**src/rtl/key_irq_ctrl.sv**
```systemverilog
// key_irq_ctrl: four debounced active-low keys with auto-repeat, a pending
// register and a fixed-priority interrupt requester (IDLE/REQ/SVC handshake).
module key_irq_ctrl #(
   parameter int unsigned DEB_TICKS = 4,
   parameter int unsigned REP_DLY   = 32,
   parameter int unsigned REP_RATE  = 8
) (
   input  logic       clk,
   input  logic       rst,
   input  logic       tick,
   input  logic [3:0] keys_n,
   input  logic       ei,
   input  logic       di,
   input  logic       ack,
   output logic       irq,
   output logic [7:0] vector,
   output logic [3:0] key_state,
   output logic       ien
);

   localparam int unsigned NK = 4;
   localparam int unsigned CW = 8;
   localparam logic [CW-1:0] DEB_M1      = CW'(DEB_TICKS - 1);
   localparam logic [CW-1:0] REP_DLY_M1  = CW'(REP_DLY - 1);
   localparam logic [CW-1:0] REP_RATE_M1 = CW'(REP_RATE - 1);

   typedef enum logic [1:0] {ST_IDLE, ST_REQ, ST_SVC} state_t;

   logic [NK-1:0] r_sync1;
   logic [NK-1:0] r_sync2;
   logic [NK-1:0] r_key_state;
   logic [NK-1:0] r_ks_prev;
   logic [CW-1:0] r_deb_cnt [NK];
   logic [CW-1:0] r_rep_cnt [NK];
   logic [NK-1:0] r_rep_phase;
   logic [NK-1:0] r_pend;
   state_t        r_state;
   logic [1:0]    r_idx;
   logic          r_irq;
   logic [7:0]    r_vector;
   logic          r_ien;

   logic [NK-1:0] w_lvl;
   logic [NK-1:0] w_press;
   logic [NK-1:0] w_rep_hit;
   logic [NK-1:0] w_evt;
   logic [NK-1:0] w_clr;
   logic [1:0]    w_win_idx;
   logic          w_ien_eff;

   assign w_lvl     = ~r_sync2;
   assign w_press   = r_key_state & ~r_ks_prev;
   assign w_evt     = w_press | w_rep_hit;
   // di wins over ei; used only while idle
   assign w_ien_eff = di ? 1'b0 : (ei ? 1'b1 : r_ien);

   assign irq       = r_irq;
   assign vector    = r_vector;
   assign key_state = r_key_state;
   assign ien       = r_ien;

   // Two-flop synchronizer, resets to released (1)
   always_ff @(posedge clk or posedge rst) begin
      if (rst) begin
         r_sync1 <= '1;
         r_sync2 <= '1;
      end else begin
         r_sync1 <= keys_n;
         r_sync2 <= r_sync1;
      end
   end

   // Debounce: flip level after DEB_TICKS consecutive differing ticks
   always_ff @(posedge clk or posedge rst) begin
      if (rst) begin
         r_key_state <= '0;
         for (int k = 0; k < NK; k++) r_deb_cnt[k] <= '0;
      end else if (tick) begin
         for (int k = 0; k < NK; k++) begin
            if (w_lvl[k] != r_key_state[k]) begin
               if (r_deb_cnt[k] == DEB_M1) begin
                  r_deb_cnt[k]   <= '0;
                  r_key_state[k] <= ~r_key_state[k];
               end else begin
                  r_deb_cnt[k] <= r_deb_cnt[k] + CW'(1);
               end
            end else begin
               r_deb_cnt[k] <= '0;
            end
         end
      end
   end

   // Delayed copy of debounced level for press-edge detection
   always_ff @(posedge clk or posedge rst) begin
      if (rst) r_ks_prev <= '0;
      else     r_ks_prev <= r_key_state;
   end

   // Repeat hit: counting starts the tick after the press event
   always_comb begin
      w_rep_hit = '0;
      for (int k = 0; k < NK; k++) begin
         if (tick && r_key_state[k] && r_ks_prev[k] &&
             (r_rep_cnt[k] == (r_rep_phase[k] ? REP_RATE_M1 : REP_DLY_M1)))
            w_rep_hit[k] = 1'b1;
      end
   end

   // Repeat counters: initial delay phase, then rate phase; saturate, clear on release
   always_ff @(posedge clk or posedge rst) begin
      if (rst) begin
         r_rep_phase <= '0;
         for (int k = 0; k < NK; k++) r_rep_cnt[k] <= '0;
      end else begin
         for (int k = 0; k < NK; k++) begin
            if (!r_key_state[k]) begin
               r_rep_cnt[k]   <= '0;
               r_rep_phase[k] <= 1'b0;
            end else if (tick && r_ks_prev[k]) begin
               if (w_rep_hit[k]) begin
                  r_rep_cnt[k]   <= '0;
                  r_rep_phase[k] <= 1'b1;
               end else if (r_rep_cnt[k] != '1) begin
                  r_rep_cnt[k] <= r_rep_cnt[k] + CW'(1);
               end
            end
         end
      end
   end

   // Fixed priority winner, key 0 highest
   always_comb begin
      w_win_idx = 2'd3;
      if (r_pend[2]) w_win_idx = 2'd2;
      if (r_pend[1]) w_win_idx = 2'd1;
      if (r_pend[0]) w_win_idx = 2'd0;
   end

   // Pending clear on accepted request
   always_comb begin
      w_clr = '0;
      if (r_state == ST_REQ && ack) w_clr[r_idx] = 1'b1;
   end

   // Pending register: a same-cycle event overrides the clear
   always_ff @(posedge clk or posedge rst) begin
      if (rst) r_pend <= '0;
      else     r_pend <= (r_pend & ~w_clr) | w_evt;
   end

   // Request FSM with registered irq/vector/ien
   always_ff @(posedge clk or posedge rst) begin
      if (rst) begin
         r_state  <= ST_IDLE;
         r_idx    <= 2'd0;
         r_irq    <= 1'b0;
         r_vector <= 8'd0;
         r_ien    <= 1'b0;
      end else begin
         case (r_state)
            ST_IDLE: begin
               r_ien <= w_ien_eff;
               if (w_ien_eff && (r_pend != '0)) begin
                  r_idx    <= w_win_idx;
                  r_irq    <= 1'b1;
                  r_vector <= 8'd2 + {5'd0, w_win_idx, 1'b0};
                  r_state  <= ST_REQ;
               end
            end
            ST_REQ: begin
               if (ack) begin
                  r_irq    <= 1'b0;
                  r_vector <= 8'd0;
                  r_ien    <= 1'b0;
                  r_state  <= ST_SVC;
               end
            end
            ST_SVC: begin
               if (ei) begin
                  r_ien   <= 1'b1;
                  r_state <= ST_IDLE;
               end
            end
            default: r_state <= ST_IDLE;
         endcase
      end
   end

endmodule

```
**config.mk**
```make
export PLATFORM = sky130hd
export DESIGN_NAME = key_irq_ctrl
export DESIGN_NICKNAME = d
export VERILOG_FILES = /design/src/rtl/key_irq_ctrl.sv
export SDC_FILE = /design/constraint.sdc
export NUM_CORES = 1
export LEC_CHECK = 0
export CORE_ASPECT_RATIO = 2
export CORE_MARGIN = 4
export CORE_UTILIZATION = 45
export DETAILED_ROUTE_END_ITERATION = 16
export PLACE_DENSITY_LB_ADDON = 0.15
export SYNTH_ARGS = -nofsm -noshare
export SYNTH_HDL_FRONTEND = slang
export SYNTH_SLANG_ARGS = --single-unit
```
**constraint.sdc**
```tcl
create_clock -name clk -period 3.4 [get_ports clk]
set_clock_uncertainty 0.2 [all_clocks]
set_input_delay 0.51 -clock clk [delete_from_list [all_inputs] [get_ports clk]]
set_output_delay 0.51 -clock clk [all_outputs]
set_load 0.01 [all_outputs]
```
---- Word level (Yosys, flattened, before mapping) ----
Index checks and enable logic that the tools add are counted.
storage, ports and cells
  bits in registers ....................... 102
  input bits .............................. 10
  output and inout port bits .............. 14
  word-level logic and storage cells ...... 182
cells by class
  $add $sub $neg .......................... 9
  order comparisons ....................... 2
  equality and inequality tests ........... 33
  muxes and demuxes ....................... 63
  bitwise operators ....................... 11
  reductions and logical operators ........ 39
operators with widths
  operator                                                               count
  8-bit 2-to-1 mux                                                       26
  8-bit by 1-bit adder with 8-bit output, second input constant          8
  8-bit by 2-bit equality test with 1-bit output, second input constant  4
  8-bit by 5-bit equality test with 1-bit output                         4
  8-bit != test, second input constant                                   4
  1-bit 2-to-1 mux                                                       22
  5-bit 2-to-1 mux                                                       4
  2-bit AND reduction                                                    10
  1-bit logical AND                                                      19
  3-bit AND reduction                                                    6
  2-bit by 1-bit != test with 1-bit output, second input constant        8
  8-bit one-hot mux with 2 select lines                                  1
  3-bit by 1-bit != test with 1-bit output, second input constant        4
  4-bit NOT                                                              3
  2-bit 2-to-1 mux                                                       5
  4-bit AND                                                              2
  4-bit OR                                                               2
  2-bit != test, second input constant                                   3
  2-bit one-hot mux with 3 select lines                                  1
  2-bit by 3-bit adder with 4-bit output, first input constant           1
  4-bit 2-to-1 mux                                                       1
  1-bit != test                                                          4
  1-bit NOT                                                              4
  4-bit nonzero test                                                     1
  other kinds (10)                                                       10

---- Longest topological paths before layout ----
  word-level depth ........................ 8
  mapped depth ............................ 6
  gate-level depth less buffers ........... 6

---- Worst setup path after synthesis ----
Ideal clock, no wire load.
  path kind ............................... reg2reg
  start ................................... reg r_deb_cnt[8] (netlist name)
  end ..................................... reg r_deb_cnt[10] (netlist name)
  library setup time ...................... 0.118 ns
  arrival ................................. 1.574 ns
  data required time ...................... 3.082 ns
  setup slack ............................. 1.508 ns
  cell stages (with the launch flop) ...... 7
  buffers on the path ..................... 1
  cells stage by stage .................... dfrtp_1 ha_1 or4b_4 o211ai_2 buf_6 o21ai_1 a21o_1
between the ends
  cells in the longest elaborated chain, start to end .. 3
  elaborated cells between the ends (all ways) .. 4
  classes of those cells .................. 1 x add/sub; 1 x eq/ne; 2 x mux
ends and longest elaborated chain
  element                                                                                                   RTL line  RTL
  from (decl)                                                                                               33        logic [CW-1:0] r_deb_cnt [NK];
  from (signal, indexed assignment)                                                                         85        r_deb_cnt[k] <= r_deb_cnt[k] + CW'(1);
  8-bit by 1-bit adder with 8-bit output or 8-bit by 2-bit equality test with 1-bit output (tied branches)  85, 81
  8-bit 2-to-1 mux (*)                                                                                      81        if (r_deb_cnt[k] == DEB_M1) begin
  8-bit 2-to-1 mux (*)                                                                                      80        if (w_lvl[k] != r_key_state[k]) begin
Mark *: on every way between the ends. The rest lies on a longest branch, timed or not.
A chain may end at the register's enable or synchronous reset.

---- Worst setup path in the final report ----
  start ................................... in tick
  end ..................................... reg r_rep_cnt[19] (netlist name)
between the ends
  cells in the longest elaborated chain, start to end .. 7
  elaborated cells between the ends (all ways) .. 11
  classes of those cells .................. 2 x eq/ne; 4 x mux; 5 x reduce/logical
ends and longest elaborated chain
  element                          RTL line  RTL
  from (decl)                      10        input logic tick,
  1-bit logical AND (3 in series)  104       if (tick && r_key_state[k] && r_ks_prev[k] &&
  1-bit 2-to-1 mux                 104
  8-bit 2-to-1 mux                 121       if (w_rep_hit[k]) begin
  8-bit 2-to-1 mux                 120       end else if (tick && r_ks_prev[k]) begin
  8-bit 2-to-1 mux                 117       if (!r_key_state[k]) begin
  to (signal, indexed assignment)  125       r_rep_cnt[k] <= r_rep_cnt[k] + CW'(1);
  to (decl)                        34        logic [CW-1:0] r_rep_cnt [NK];
Several ways; a longest one is shown, not always the timed one. The select of a mux whose other input is x is not followed.

==> metrics.txt <==
outcome complete, no violations; Clock Latency Late Sink between 0.3 and 0.4 ns; Routed WL 10500 um; setup TNS 0 ns; vias post-DR a little under 4000; vias in the first global route 4002; Crit Path Max Fanout 28; peak supply drop 428 uV; Worst EP arrival approximately 2.4 ns; worst slew pin tran 0.719 ns; Synth cell types 60; area of the die approximately 13000 sq um; prevailing post-synth register cell dfrtp_1; yosys warns 0; Non-Filler Instances roughly 660; CP required between 3 and 4 ns; synthesized area per cell slightly above 10 sq um; FMAX between 400 and 500 MHz; WHS between 0.15 and 0.2 ns; most frequent cells in the layout dfrtp_1, nand2_1, nor2_1; drt wl/cell between 15 and 20 um; H-tree level count 3; DRT iter0 DRCs 180; Leak ~2.6 nW; synthesized cell area about 5100 sq um; Final Slew Violations 0; fraction of layout cells with a size suffix above 1 7.77%; # diodes 0; Final Hold Viols 0; Area growth, synth to finish 12.1%; Die Y 158 um; ys async rst share 100%; row cnt 54; Core Area ~11000 sq um; first-pass GRT wire length ~19000 um; GRT overflow 0; chip width 83.2 um; Root Driver clkbuf_16; largest net degree at the start of global routing 49; Post-CTS Hold Buffers 0; commonest non-fill, non-tap cell in the layout dfrtp_1; Routability Congestion approximately 0.84; Clock Path Buffers 2; min-delay worst type register to register; Starting Density ~46%; CTS tree yes; Period Utilization, post-route 71.3%; # clock sinks a little under 100; Num CTS Buffers 9; clk slew on worst S/H paths 0.07 ns; ANT nets after route 0; unrepaired setup endpoints after global routing false; initial antenna violation count 0; EDFF count, synth 0; Tot GR Track Use 17.3%; Post-CTS Setup Inserts 0; post-synthesis sequential area ratio 47.8%; routed vias/inst roughly 6; Layout Utilization approximately half; count of mapped cells out of synthesis 492; Tmin final 2.42 ns; flops & latches, synth 97; power per cell area roughly 650 nW/um^2; CP Launch Type primary input; Worst setup EP type register; dpl cells 639; Pre-antenna DRT Iters 4; slew margin rel. between 50% and 60%; Port Buffers 18; io pins 24; final setup fails 0; nets around 540; Max Cap Viol 0; DP HPWL between 7000 and 8000 um; post-CTS sizing 0; DRC violations left 0; Setup CP Type primary input to register
==> cell type report <==
cell class | count | area, sq um
Multi-Input combinational cell | 363 | 2480
Fill cell | 1005 | 5300
Sequential cell | 97 | 2440
Timing Repair Buffer | 23 | 243
Inverter | 16 | 62.6
Clock buffer | 11 | 233
Clock inverter | 5 | 81.3
Tap cell | 140 | 175
==> metal layers <==
| metal | wire length [um] | GRT usage, % | vias to the layer above |
|---|---|---|---|
| met1 | 4380 | 20.6 | 1927 |
| met3 | 274 | 2.43 | 10 |
| li1 | - | - | 1870 |
| met5 | 0 | 0 | - |
| met4 | 142 | 6.24 | 0 |
| met2 | 5740 | 31.7 | 66 |
==> sequential cells by signal (all words and copies together), names as in the netlist <==
name,flops
r_rep_cnt,32
r_pend,4
vector,3
irq,1
key_state,4
r_sync1,4
r_deb_cnt,32
r_state,2
r_idx,2
r_rep_phase,4
ien,1
r_ks_prev,4
r_sync2,4
==> cells by family (layout without fill, tap and decap cells) <==
family / Yosys count / after routing / synth area share (%)
compound gates: 124 / 124 / 18.4
xor+xnor: 17 / 17 / 2.92
fa+ha+maj: 15 / 15 / 3.68
buf+inv: 36 / 55 / 3.81
flops: 97 / 97 / 47.8
mux: 16 / 16 / 3.24
other cells: 1 / 5 / 0.0736
simple gates: 186 / 186 / 20.0
==> power breakdown <==
part | switching [W] | internal [W]
Sequential | 0.000264 | 0.00137
Clock | 0.000424 | 0.000645
Combinational | 0.000538 | 0.000441
==> per-stage QoR <==
step	total power, W	setup WS [ns]	cell area (sq um)
2_1_floorplan	0.00232	0.170	5110
3_3_place_gp	0.00261	0.708	5400
3_5_place_dp	0.00265	0.625	5400
4_1_cts	0.00374	0.975	5710
5_1_grt	0.00394	0.857	5710
6_report	0.00368	0.976	5710
==> final timing paths <==
kind	slack, ns	cells after the start	startpoint	to
setup / recovery	0.98	6	tick	r_rep_cnt[19]
min in group asynchronous	0.35	2	rst	r_rep_cnt[1]
setup reg to reg	1.20	5	r_deb_cnt[8]	r_deb_cnt[13]
max in group asynchronous	1.99	3	rst	r_sync2[1]
hold / removal	0.16	0	r_sync1[2]	r_sync2[2]
hold reg to reg	0.16	0	r_sync1[2]	r_sync2[2]
==> synthesized netlist by cell type, types with 5 or more instances <==
cell type | instances | share of area, %
nand2b_1 | 5 | 0.61
xnor2_1 | 9 | 1.5
xor2_1 | 8 | 1.4
o2bb2ai_1 | 13 | 2.2
nor3_1 | 20 | 2.0
nand4_1 | 9 | 1.1
nand2_1 | 34 | 2.5
mux2i_1 | 12 | 2.4
ha_1 | 15 | 3.7
a211o_1 | 5 | 0.86
and2_1 | 8 | 0.98
buf_2 | 6 | 0.59
nor2_1 | 26 | 1.9
nor2b_1 | 8 | 0.98
o21ai_0 | 20 | 2.0
a21o_1 | 13 | 1.9
o31ai_1 | 9 | 1.3
buf_4 | 6 | 0.88
inv_1 | 14 | 1.0
nor4b_1 | 7 | 1.2
nor3b_1 | 11 | 1.6
dfstp_2 | 8 | 4.1
and3_1 | 10 | 1.2
a22o_1 | 10 | 1.7
dfrtp_1 | 89 | 44
nand3_1 | 23 | 2.3
o211ai_1 | 8 | 1.2
a21oi_1 | 12 | 1.2
nor4_1 | 10 | 1.2
==> worst max-delay path, cell delays in order <==
cell	delay, ns
clkdlybuf4s50_1	0.70
buf_12	0.23
and2_1	0.21
o21ai_0	0.19
and2_1	0.28
a211o_1	0.31
Note: power is estimated with default switching activity, not from simulation.
